## src/rtl/bit_serial_subtractor.sv

```systemverilog
// LSB-first bit-serial subtractor: diff = a - b - bin, one bit per clock.
// start/busy/done handshake; result registers only change on the final bit.
module bit_serial_subtractor #(
  parameter int N = 4
) (
  input  logic         clk,
  input  logic         rst,
  input  logic         start,
  input  logic [N-1:0] a,
  input  logic [N-1:0] b,
  input  logic         bin,
  output logic [N-1:0] diff,
  output logic         bout,
  output logic         busy,
  output logic         done
);

  localparam int CW = $clog2(N + 1);

  typedef enum logic [1:0] {
    IDLE  = 2'd0,
    SHIFT = 2'd1,
    DONE  = 2'd2
  } state_t;

  state_t state, state_nxt;

  logic [N-1:0]  sa, sb, wr;
  logic [N-1:0]  sa_nxt, sb_nxt, wr_nxt;
  logic          br, br_nxt;
  logic [CW-1:0] cnt, cnt_nxt;
  logic          d;
  logic          last;
  logic          load;
  logic          step;

  assign d    = sa[0] ^ sb[0] ^ br;
  assign last = (cnt == CW'(N - 1));
  assign load = (state == IDLE) && start;
  assign step = (state == SHIFT);

  always_comb begin
    state_nxt = state;
    unique case (state)
      IDLE:    if (start) state_nxt = SHIFT;
      SHIFT:   if (last) state_nxt = DONE;
      DONE:    state_nxt = IDLE;
      default: state_nxt = IDLE;
    endcase
  end

  // Shift datapath; width-generic form also covers N = 1.
  always_comb begin
    sa_nxt = sa;
    sb_nxt = sb;
    wr_nxt = wr;
    br_nxt = br;
    cnt_nxt = cnt;
    if (load) begin
      sa_nxt = a;
      sb_nxt = b;
      br_nxt = bin;
      cnt_nxt = '0;
    end else if (step) begin
      sa_nxt = sa >> 1;
      sb_nxt = sb >> 1;
      wr_nxt = wr >> 1;
      wr_nxt[N-1] = d;
      br_nxt = (~sa[0] & sb[0])
             | (~(sa[0] ^ sb[0]) & br);
      cnt_nxt = cnt + CW'(1);
    end
  end

  always_ff @(posedge clk or negedge rst) begin
    if (!rst) begin
      state <= IDLE;
    end else begin
      state <= state_nxt;
    end
  end

  always_ff @(posedge clk or negedge rst) begin
    if (!rst) begin
      sa  <= '0;
      sb  <= '0;
      wr  <= '0;
      br  <= 1'b0;
      cnt <= '0;
    end else begin
      sa  <= sa_nxt;
      sb  <= sb_nxt;
      wr  <= wr_nxt;
      br  <= br_nxt;
      cnt <= cnt_nxt;
    end
  end

  // Results commit only on the last bit, so they never show partial sums.
  always_ff @(posedge clk or negedge rst) begin
    if (!rst) begin
      diff <= '0;
      bout <= 1'b0;
    end else if (step && last) begin
      diff <= wr_nxt;
      bout <= br_nxt;
    end
  end

  assign busy = (state != IDLE);
  assign done = (state == DONE);

endmodule

```

## config.mk

```make
export PLATFORM = sky130hd
export DESIGN_NAME = bit_serial_subtractor
export DESIGN_NICKNAME = d
export VERILOG_FILES = /design/src/rtl/bit_serial_subtractor.sv
export SDC_FILE = /design/constraint.sdc
export NUM_CORES = 1
export LEC_CHECK = 0
export CAP_MARGIN = 10
export CORE_AREA = 2 2 48 50
export CTS_BUF_LIST = sky130_fd_sc_hd__clkbuf_4
export CTS_CLUSTER_DIAMETER = 200
export DETAILED_ROUTE_END_ITERATION = 7
export DIE_AREA = 0 0 50 52
export PLACE_DENSITY = 0.79
export SETUP_SLACK_MARGIN = 0.3
export SKIP_LAST_GASP = 1
export SLEW_MARGIN = 20
export SYNTH_ARGS = -nofsm -noshare
export SYNTH_HDL_FRONTEND = slang
export SYNTH_SLANG_ARGS = --single-unit
```

## constraint.sdc

```tcl
create_clock -name clk -period 1.61 [get_ports clk]
set_input_delay 0.322 -clock clk [delete_from_list [all_inputs] [get_ports clk]]
set_output_delay 0.322 -clock clk [all_outputs]
set_load 0.05 [all_outputs]
```

==> flow_metrics.env, run 1 <==
export IMPL_status="finished, final reports clean"
export IMPL_cts_hold_buf=0
export IMPL_grt_setup_unrepaired="true"
export IMPL_cp_max_fo=4
export IMPL_hp_class="in -> async"
export IMPL_fmax_mhz=692
export IMPL_grt_util_all_layers_pct=18.0
export IMPL_synth_top_area_share_pct=53.1
export IMPL_seq_area_frac_synth_pct=53.1
export IMPL_internal_power_mw=1.84
export IMPL_die_h_um=52
export IMPL_synthCells=98
export IMPL_synth_top_area_cell="dfrtp_1"
export IMPL_gp_congestion=0.785
export IMPL_synth_most_common_cell="dfrtp_1"
export IMPL_gr_total_overflow=0
export IMPL_p_sw_mw=1.21
export IMPL_synth_edf_count=0
export IMPL_reg2reg_setup_slack_ns=0.28
export IMPL_synth_ff_type="dfrtp_1"
export IMPL_fin_crit_sh_pct=89.7
export IMPL_cp_start_kind="flop"
export IMPL_avgSynthCellArea_um2=10.6
export IMPL_drt_initial_drc_count=18
export IMPL_tightest_slew_ns=0.333
export IMPL_power_leakage_nw=0.680
export IMPL_seq_power_share_pct=32.9
export IMPL_nets=145
export IMPL_reg2reg_to="diff[0]$_DFFE_PN0P_"
export IMPL_crit_start="state[0]$_DFFE_PN0P_"
export IMPL_stdcell_area_mm2=0.00144
export IMPL_power_density_mw_per_mm2=2120
export IMPL_criticalPathCategory="reg -> out"
export IMPL_dieWidth_um=50
export IMPL_drtPass1Iterations=4
export IMPL_wl_per_cell_um=13.0
export IMPL_antenna_found_initial=0
export IMPL_finalCriticalPeriod_ns=1.44
export IMPL_grt_max_degree=23
export IMPL_cts_buffers=3
export IMPL_ff2ff_path_depth=4
export IMPL_num_rows=17
export IMPL_drt_wl_total_um=2050
export IMPL_core_area_mm2=0.00211
export IMPL_ys_async_sr_fraction_pct=100
export IMPL_ant_nets=0
export IMPL_worst_endpoint_required_ns=1.29
export IMPL_final_fill_count=162
export IMPL_clk_latency_ns=0.31
export IMPL_ys_top_cells_by_count="22 x dfrtp_1, 16 x nand2_1, 9 x nor2_1, 9 x nor3_1"
export IMPL_start_util_pct=49.2
export IMPL_ys_warn_count=0
export IMPL_clockBufferDepth=2
export IMPL_io_pins=19
export IMPL_synth_area_top_cells="dfrtp_1 53%, nand2_1 5.8%, nor3_1 4.3%, buf_6 4.3%, mux2_2 4.3%"
export IMPL_swShare_pct=39.7
export IMPL_die_area_mm2=0.00260
export IMPL_grt_pass1_wl_um=3570
export IMPL_vias_per_cell=5.16
export IMPL_endpoint_kind="output port"
export IMPL_hold_violations=0
export IMPL_skew_ns=0.0131
export IMPL_synth_distinct_cells=23
export IMPL_areaGrowthSynthToFinish_pct=39.4
export IMPL_p_clk_share_pct=14.0
export IMPL_cts_tree="built"
export IMPL_drc=0
export IMPL_place_hpwl_um=1330
export IMPL_postPlaceCellArea_mm2=0.00124
export IMPL_grt_pass1_vias=822
export IMPL_layout_drive_gt1_share_pct=37.2
export IMPL_antennaDiodeCount=0
export IMPL_ys_ff_latch=22
export IMPL_clk_pin_slew_ns=0.13
export IMPL_syn_cell_area_mm2=0.00104
export IMPL_setup_violations=0
export IMPL_arrival_ns=1.12
export IMPL_cts_max_level=1
export IMPL_setup_slack_ns=0.166
export IMPL_combPwrFrac_pct=53.1
export IMPL_io_buffer_count=18
export IMPL_reg2reg_from="cnt[1]$_DFFE_PN0P_"
export IMPL_cap_violations=0
export IMPL_cts_sinks=22
export IMPL_finalSetupTns_ns=0
export IMPL_synth_fp_nets=113
export IMPL_ir_drop_uv=1220
export IMPL_place_ws_ns=0.0486
export IMPL_slew_viol_final=0
export IMPL_vias=810
export IMPL_max_slew_margin_rel_pct=77.7
export IMPL_cts_root_buf="clkbuf_4"
-- repair_timing --
action / in CTS / in global routing
setup buffers: 8 / 3
resized for setup: 13 / 7
pin swaps: 4 / 3
endpoints found under the setup margin: 6 / 15
-- per-stage QoR --
| step | total power [mW] | std cells | util (%) | hold WS (ns) |
|---|---|---|---|---|
| floorplan | 1.99 | 98 | - | 0.0264 |
| global placement | 2.25 | 142 | 58.7 | 0.456 |
| detailed placement | 2.30 | 142 | 58.7 | 0.468 |
| CTS | 2.95 | 154 | 66.1 | 0.344 |
| global route | 3.29 | 157 | 68.6 | 0.337 |
| finish | 3.05 | 157 | 68.6 | 0.334 |
-- cell families after synthesis --
logic type      Yosys count  synth area share [%]
compound gates           19                  12.4
fa+ha+maj                 3                  4.35
buf+inv                  11                  7.00
mux                       4                  4.35
flops                    22                  53.1
simple gates             39                  18.7
-- cell usage in the layout (no fill, tap or decap), drive strengths merged, types with 2 or more instances in the layout --
master         count
o21ai              6
nor3               9
o22ai              4
clkbuf             3
mux2               4
nand2b             2
a32oi              2
clkdlybuf4s50     11
nor2               9
o32ai              2
inv                6
ha                 2
buf               21
a211oi             2
a21oi              3
dfrtp             22
nand2             16
-- power groups by stage --
stage / Clock, mW / Sequential, mW / Combinational (mW)
after floorplan: 0 / 1.15 / 0.833
after global placement: 0 / 1.02 / 1.23
after detailed placement: 0 / 1.03 / 1.27
after CTS: 0.429 / 1.00 / 1.52
after global routing: 0.461 / 1.04 / 1.79
final: 0.427 / 1.01 / 1.62
-- routing by layer --
metal	global-route usage [%]	wire length, µm
met3	4.02	108
met2	29.2	1000
met4	6.94	14
met1	23.4	920
met5	0	0
-- how the worst max path moves through the flow --
stage | endpoint | slack, ns
finish | busy | 0.17
global route | busy | 0.13
CTS | busy | 0.14
detailed placement | sb[0]$_DFFE_PN0P_ | 0.05
global placement | sb[1]$_DFFE_PN0P_ | 0.09
floorplan | done | 0.31
-- flip-flops by register name, indices dropped and copies added (netlist names) --
| name | cells |
|---|---|
| bout | 1 |
| br | 1 |
| cnt | 3 |
| diff | 4 |
| sa | 4 |
| sb | 4 |
| state | 2 |
| wr | 3 |
-- layout make-up --
cell class                 instances  area (µm²)  area share [%]
timing repair buffer              32         293            20.3
tap                               28        35.0            2.43
sequential                        22         553            38.3
clock inverter                     1        30.0            2.08
clock buffer                       3        22.5            1.56
multi-input combinational         65         488            33.8
inverter                           6        22.5            1.56
-- worst max-delay path, cell delays in order (launching register included) --
cell     delay (ns)
dfrtp_2        0.49
nor2_4         0.14
inv_2          0.05
buf_12         0.14
No activity file was read; power rests on OpenSTA's default activity.
==> inputs of run 2 (changes only) <==
CAP_MARGIN = not set   (was 10)
GPL_TIMING_DRIVEN = 0   (was not set)
==> run 2 against run 1 <==
Compared with the run above:
- sequential power barely moved
- combinational power is 7% higher
- critical endpoint is now done
- final cell count shrank 1.3%
==> flow_metrics.env, run 2 (same netlist as run 1, synthesis figures left out) <==
export IMPL_status="finished, final reports clean"
export IMPL_max_slew_margin_rel_pct=36.0
export IMPL_grt_setup_unrepaired="true"
export IMPL_die_area_mm2=0.00260
export IMPL_hp_class="reg -> reg"
export IMPL_dp_cells=144
export IMPL_nets=144
export IMPL_cts_root_buf="clkbuf_4"
export IMPL_criticalPathCategory="reg -> out"
export IMPL_gp_congestion=0.793
export IMPL_grt_max_degree=23
export IMPL_cts_sinks=22
export IMPL_fmax_mhz=672
export IMPL_cp_max_fo=3
export IMPL_areaGrowthSynthToFinish_pct=38.3
export IMPL_start_util_pct=49.2
export IMPL_hold_violations=0
export IMPL_critPathSlowestCell="dfrtp_1"
export IMPL_stdcell_count=155
export IMPL_clk_pin_slew_ns=0.12
export IMPL_power_leakage_nw=0.666
export IMPL_vias=829
export IMPL_grt_util_all_layers_pct=18.3
export IMPL_clk_latency_ns=0.31
export IMPL_grt_pass1_wl_um=3420
export IMPL_endpoint_kind="output port"
export IMPL_final_fill_count=143
export IMPL_worst_endpoint_required_ns=1.29
export IMPL_ir_drop_uv=1090
export IMPL_reg_top3="diff (4), sa (4), sb (4)"
export IMPL_cpPeakStageDelay_ns=0.36
export IMPL_die_h_um=52
export IMPL_antennaDiodeCount=0
export IMPL_grt_pass1_vias=786
export IMPL_setup_violations=0
export IMPL_gr_total_overflow=0
export IMPL_io_pins=19
export IMPL_skew_ns=0.00962
export IMPL_cpMostUsedCell="buf_6"
export IMPL_io_buffer_count=18
export IMPL_path_cells="buf_6 -> clkinvlp_4 -> nor2_2 -> buf_6"
export IMPL_drt_initial_drc_count=11
export IMPL_tightest_slew_ns=0.958
export IMPL_mostFrequentLayoutCells="22 x dfrtp_1, 15 x nand2_1, 11 x clkdlybuf4s50_1"
export IMPL_arrival_ns=1.17
export IMPL_drc=0
export IMPL_antenna_found_initial=0
export IMPL_final_common_cell="dfrtp_1"
export IMPL_clockBufferDepth=2
export IMPL_dieWidth_um=50
export IMPL_fin_crit_sh_pct=92.4
export IMPL_vias_per_cell=5.35
export IMPL_drt_wl_total_um=2350
export IMPL_num_rows=17
export IMPL_layout_drive_gt1_share_pct=37.0
export IMPL_power_density_mw_per_mm2=2090
export IMPL_place_hpwl_um=1380
export IMPL_wl_per_cell_um=15.2
export IMPL_finalCriticalPeriod_ns=1.49
export IMPL_cap_violations=0
export IMPL_core_area_mm2=0.00211
export IMPL_cts_max_level=1
export IMPL_ant_nets=0
export IMPL_drtPass1Iterations=4
export IMPL_slew_viol_final=0
export IMPL_utilization_pct=68.0
export IMPL_cts_tree="built"
export IMPL_cp_start_kind="flop"
export IMPL_cts_buffers=3
[run 2: report_power, final]
group / internal (mW) / leakage (nW) / total, mW / switching, mW
Clock: 0.0874 / 0.0138 / 0.249 / 0.161
Sequential: 0.812 / 0.270 / 1.01 / 0.199
Combinational: 0.789 / 0.382 / 1.73 / 0.944
[run 2: per-layer routing]
layer	vias up	GRT usage, %	part of all wire (%)
li1	397	-	-
met1	399	23.2	42
met2	26	29.6	51
met3	7	2.59	4.8
met4	0	11.1	2.3
met5	-	0	0
[run 2: repair_timing]
action / in CTS / in global routing
buffers inserted: 6 / 1
resized for setup: 42 / 23
endpoints found under the setup margin: 11 / 20
pin swaps: 0 / 10
hold buffers: 0 / 0
gates cloned: 0 / 1
[run 2: final cells by class]
class	instances	area [µm²]	share of cell area [%]
Sequential cell	22	551	38.4
Multi-Input combinational cell	65	503	35.1
Timing Repair Buffer	26	245	17.1
Buffer	5	50.0	3.49
Tap cell	28	35.0	2.45
Inverter	6	26.3	1.83
Clock buffer	3	22.5	1.57
[run 2: path summary, 6_finish.rpt]
path,start,to,cells after the start,slack [ns]
setup / recovery,state[1]$_DFFE_PN0P_,done,4,0.12
max in group asynchronous,rst,wr[2]$_DFF_PN0_,1,0.49
min in group asynchronous,rst,sb[2]$_DFFE_PN0P_,1,0.53
setup reg to reg,state[1]$_DFFE_PN0P_,diff[1]$_DFFE_PN0P_,5,0.18
hold reg to reg,wr[1]$_DFF_PN0_,wr[1]$_DFF_PN0_,2,0.49
hold / removal,wr[1]$_DFF_PN0_,wr[1]$_DFF_PN0_,2,0.49
[run 2: through the flow]
| stage | worst slack (ns) | setup TNS [ns] | hold slack [ns] | instance area (µm²) | power [mW] |
|---|---|---|---|---|---|
| CTS | 0.129 | 0 | 0.500 | 1330 | 2.69 |
| floorplan | 0.312 | 0 | 0.0264 | 1040 | 1.99 |
| finish | 0.123 | 0 | 0.494 | 1430 | 2.99 |
| global placement | -0.204 | -0.341 | 0.455 | 1260 | 2.31 |
| global route | 0.0746 | 0 | 0.538 | 1430 | 3.20 |
| detailed placement | -0.203 | -0.315 | 0.479 | 1260 | 2.37 |
[run 2: critical path: cells and delay by family, from the launching register on]
family,cells,cell delay [ns]
AND/OR/NAND/NOR,1,0.10
buffers and inverters,3,0.39
flip-flops,1,0.36
==> inputs of run 3 (changes only) <==
CORE_AREA = 2 2 47 49   (was 2 2 48 50)
DIE_AREA = 0 0 49 51   (was 0 0 50 52)
PLACE_DENSITY = 0.82   (was 0.79)
clock period = 1.9 ns   (was 1.61 ns; I/O delays follow)
==> run 3 against run 2 <==
Compared with the run above:
- flip-flop and latch count is the same
- via count shrank 6.2%
- clock-buffer cell count is the same
- critical path depth is the same
- combinational power shrank 31%
- first-iteration DRC count grew 120%
- clock skew shrank 0.0048 ns
- critical endpoint unchanged
- largest power group unchanged
- highest routed layer unchanged
==> flow_metrics.env, run 3 (same netlist as run 1, synthesis figures left out) <==
export IMPL_criticalPathCategory="reg -> out"
export IMPL_wl_per_cell_um=13.2
export IMPL_critical_path_top_delay_family="buffers and inverters"
export IMPL_tightest_slew_ns=0.477
export IMPL_stdcell_area_mm2=0.00133
export IMPL_cts_max_level=1
export IMPL_io_buffer_count=18
export IMPL_hold_slack_ns=0.00829
export IMPL_ff_latch_area_um2=551
export IMPL_nets=140
export IMPL_clockBufferDepth=2
export IMPL_reg_top3="diff (4), sa (4), sb (4)"
export IMPL_cp_max_fo=5
export IMPL_place_hpwl_um=1450
export IMPL_antenna_found_initial=0
export IMPL_io_pins=19
export IMPL_slew_viol_final=0
export IMPL_antennaDiodeCount=0
export IMPL_arrival_ns=1.18
export IMPL_worst_endpoint_required_ns=1.52
export IMPL_final_common_cell="dfrtp_1"
export IMPL_dieWidth_um=49
export IMPL_hold_violations=0
export IMPL_mostFrequentLayoutCells="22 x dfrtp_1, 16 x nand2_1, 10 x clkdlybuf4s50_1"
export IMPL_gr_total_overflow=0
export IMPL_ant_nets=0
export IMPL_num_rows=17
export IMPL_skew_ns=0.00479
export IMPL_cap_violations=0
export IMPL_multi_input_area_um2=423
export IMPL_max_slew_margin_rel_pct=68.2
export IMPL_core_area_mm2=0.00206
export IMPL_start_util_pct=50.2
export IMPL_power_leakage_nw=0.622
export IMPL_postPlaceCellArea_mm2=0.00125
export IMPL_fmax_mhz=641
export IMPL_die_h_um=51
export IMPL_die_area_mm2=0.00250
export IMPL_grt_setup_unrepaired="true"
export IMPL_drtPass1Iterations=4
export IMPL_grt_pass1_wl_um=3380
export IMPL_drt_wl_total_um=2010
export IMPL_final_fill_count=176
export IMPL_path_cells="buf_6 -> clkinvlp_4 -> nor2_2 -> buf_6"
export IMPL_cpPeakStageDelay_ns=0.37
export IMPL_hp_class="in -> async"
export IMPL_grt_util_all_layers_pct=17.9
export IMPL_fin_crit_sh_pct=82.1
export IMPL_status="finished, final reports clean"
export IMPL_gp_congestion=0.715
export IMPL_cts_root_buf="clkbuf_4"
export IMPL_drt_initial_drc_count=24
export IMPL_utilization_pct=64.5
export IMPL_clk_pin_slew_ns=0.13
export IMPL_critPathSlowestCell="dfrtp_1"
export IMPL_ir_drop_uv=1060
export IMPL_path_buf_inv=3
export IMPL_clk_latency_ns=0.31
export IMPL_cp_start_kind="flop"
export IMPL_areaGrowthSynthToFinish_pct=28.4
export IMPL_cts_buffers=3
export IMPL_grt_max_degree=23
export IMPL_finalSetupTns_ns=0
export IMPL_cpMostUsedCell="buf_6"
export IMPL_finalCriticalPeriod_ns=1.56
export IMPL_drc=0
export IMPL_vias=778
export IMPL_layout_drive_gt1_share_pct=25.8
export IMPL_cts_tree="built"
export IMPL_vias_per_cell=5.12
export IMPL_grt_pass1_vias=735
export IMPL_cts_sinks=22
export IMPL_setup_violations=0
export IMPL_power_density_mw_per_mm2=1780
export IMPL_endpoint_kind="output port"
-- run 3: cell count changes in the layout (fill, tap and decap cells not counted), sizes merged --
cell and delta:
buf -8, clkdlybuf4s15 +2, clkbuf +3, bufinv +1, clkdlybuf4s50 -1
-- run 3: final cells by class --
| cell class | count | area share [%] |
|---|---|---|
| flip-flops and latches | 22 | 41.4 |
| multi-input cells | 65 | 31.8 |
| repair buffers | 22 | 14.5 |
| plain buffers | 5 | 3.76 |
| well taps | 28 | 2.63 |
| clock inverters | 1 | 2.26 |
| inverters | 6 | 1.98 |
| clock buffers | 3 | 1.69 |
-- run 3: repair_timing --
item | 4_1_cts | 5_1_grt
hold endpoints to repair | 0 | 0
resized for setup | 17 | 16
endpoints found under the setup margin | 7 | 7
pin swaps | 0 | 1
setup buffers | 0 | 4
hold buffers | 0 | 0
-- run 3: worst register-to-register path: stages, from the launching register on --
cell      delay (ns)
dfrtp_1         0.42
ha_1            0.21
ha_1            0.23
nand3b_4        0.13
mux2_2          0.34
-- run 3: through the flow --
stage	setup WS, ns	total power, mW	std cells
6_report	0.340	2.37	152
5_1_grt	0.275	2.55	152
4_1_cts	0.0680	2.33	148
3_5_place_dp	0.0194	2.00	144
3_3_place_gp	0.0207	1.95	144
2_1_floorplan	0.320	1.68	98
-- run 3: worst paths after layout --
check / start / to / slack, ns / cells after the start
worst max-delay path: state[1]$_DFFE_PN0P_ / done / 0.34 / 4
worst min-delay path: rst / cnt[2]$_DFFE_PN0P_ / 0.008 / 1
worst max register to register: cnt[0]$_DFFE_PN0P_ / diff[2]$_DFFE_PN0P_ / 0.47 / 4
worst min register to register: wr[1]$_DFF_PN0_ / wr[1]$_DFF_PN0_ / 0.49 / 2
max in group asynchronous: rst / wr[1]$_DFF_PN0_ / 1.57 / 1
min in group clk: wr[1]$_DFF_PN0_ / wr[1]$_DFF_PN0_ / 0.49 / 2
-- run 3: report_power, final --
group          switching [mW]  total, mW  leakage (nW)  internal (mW)
Combinational           0.697       1.19         0.324          0.495
Sequential              0.136      0.823         0.270          0.688
Clock                   0.145      0.358        0.0279          0.213
Total                   0.977       2.37         0.622           1.40
-- run 3: layer usage --
metal	global-route usage (%)	vias to the layer above	part of all wire (%)
li1	-	385	-
met1	23.0	371	45
met2	29.0	18	50
met3	3.80	4	3.8
met4	9.05	0	1.3
met5	0	-	0
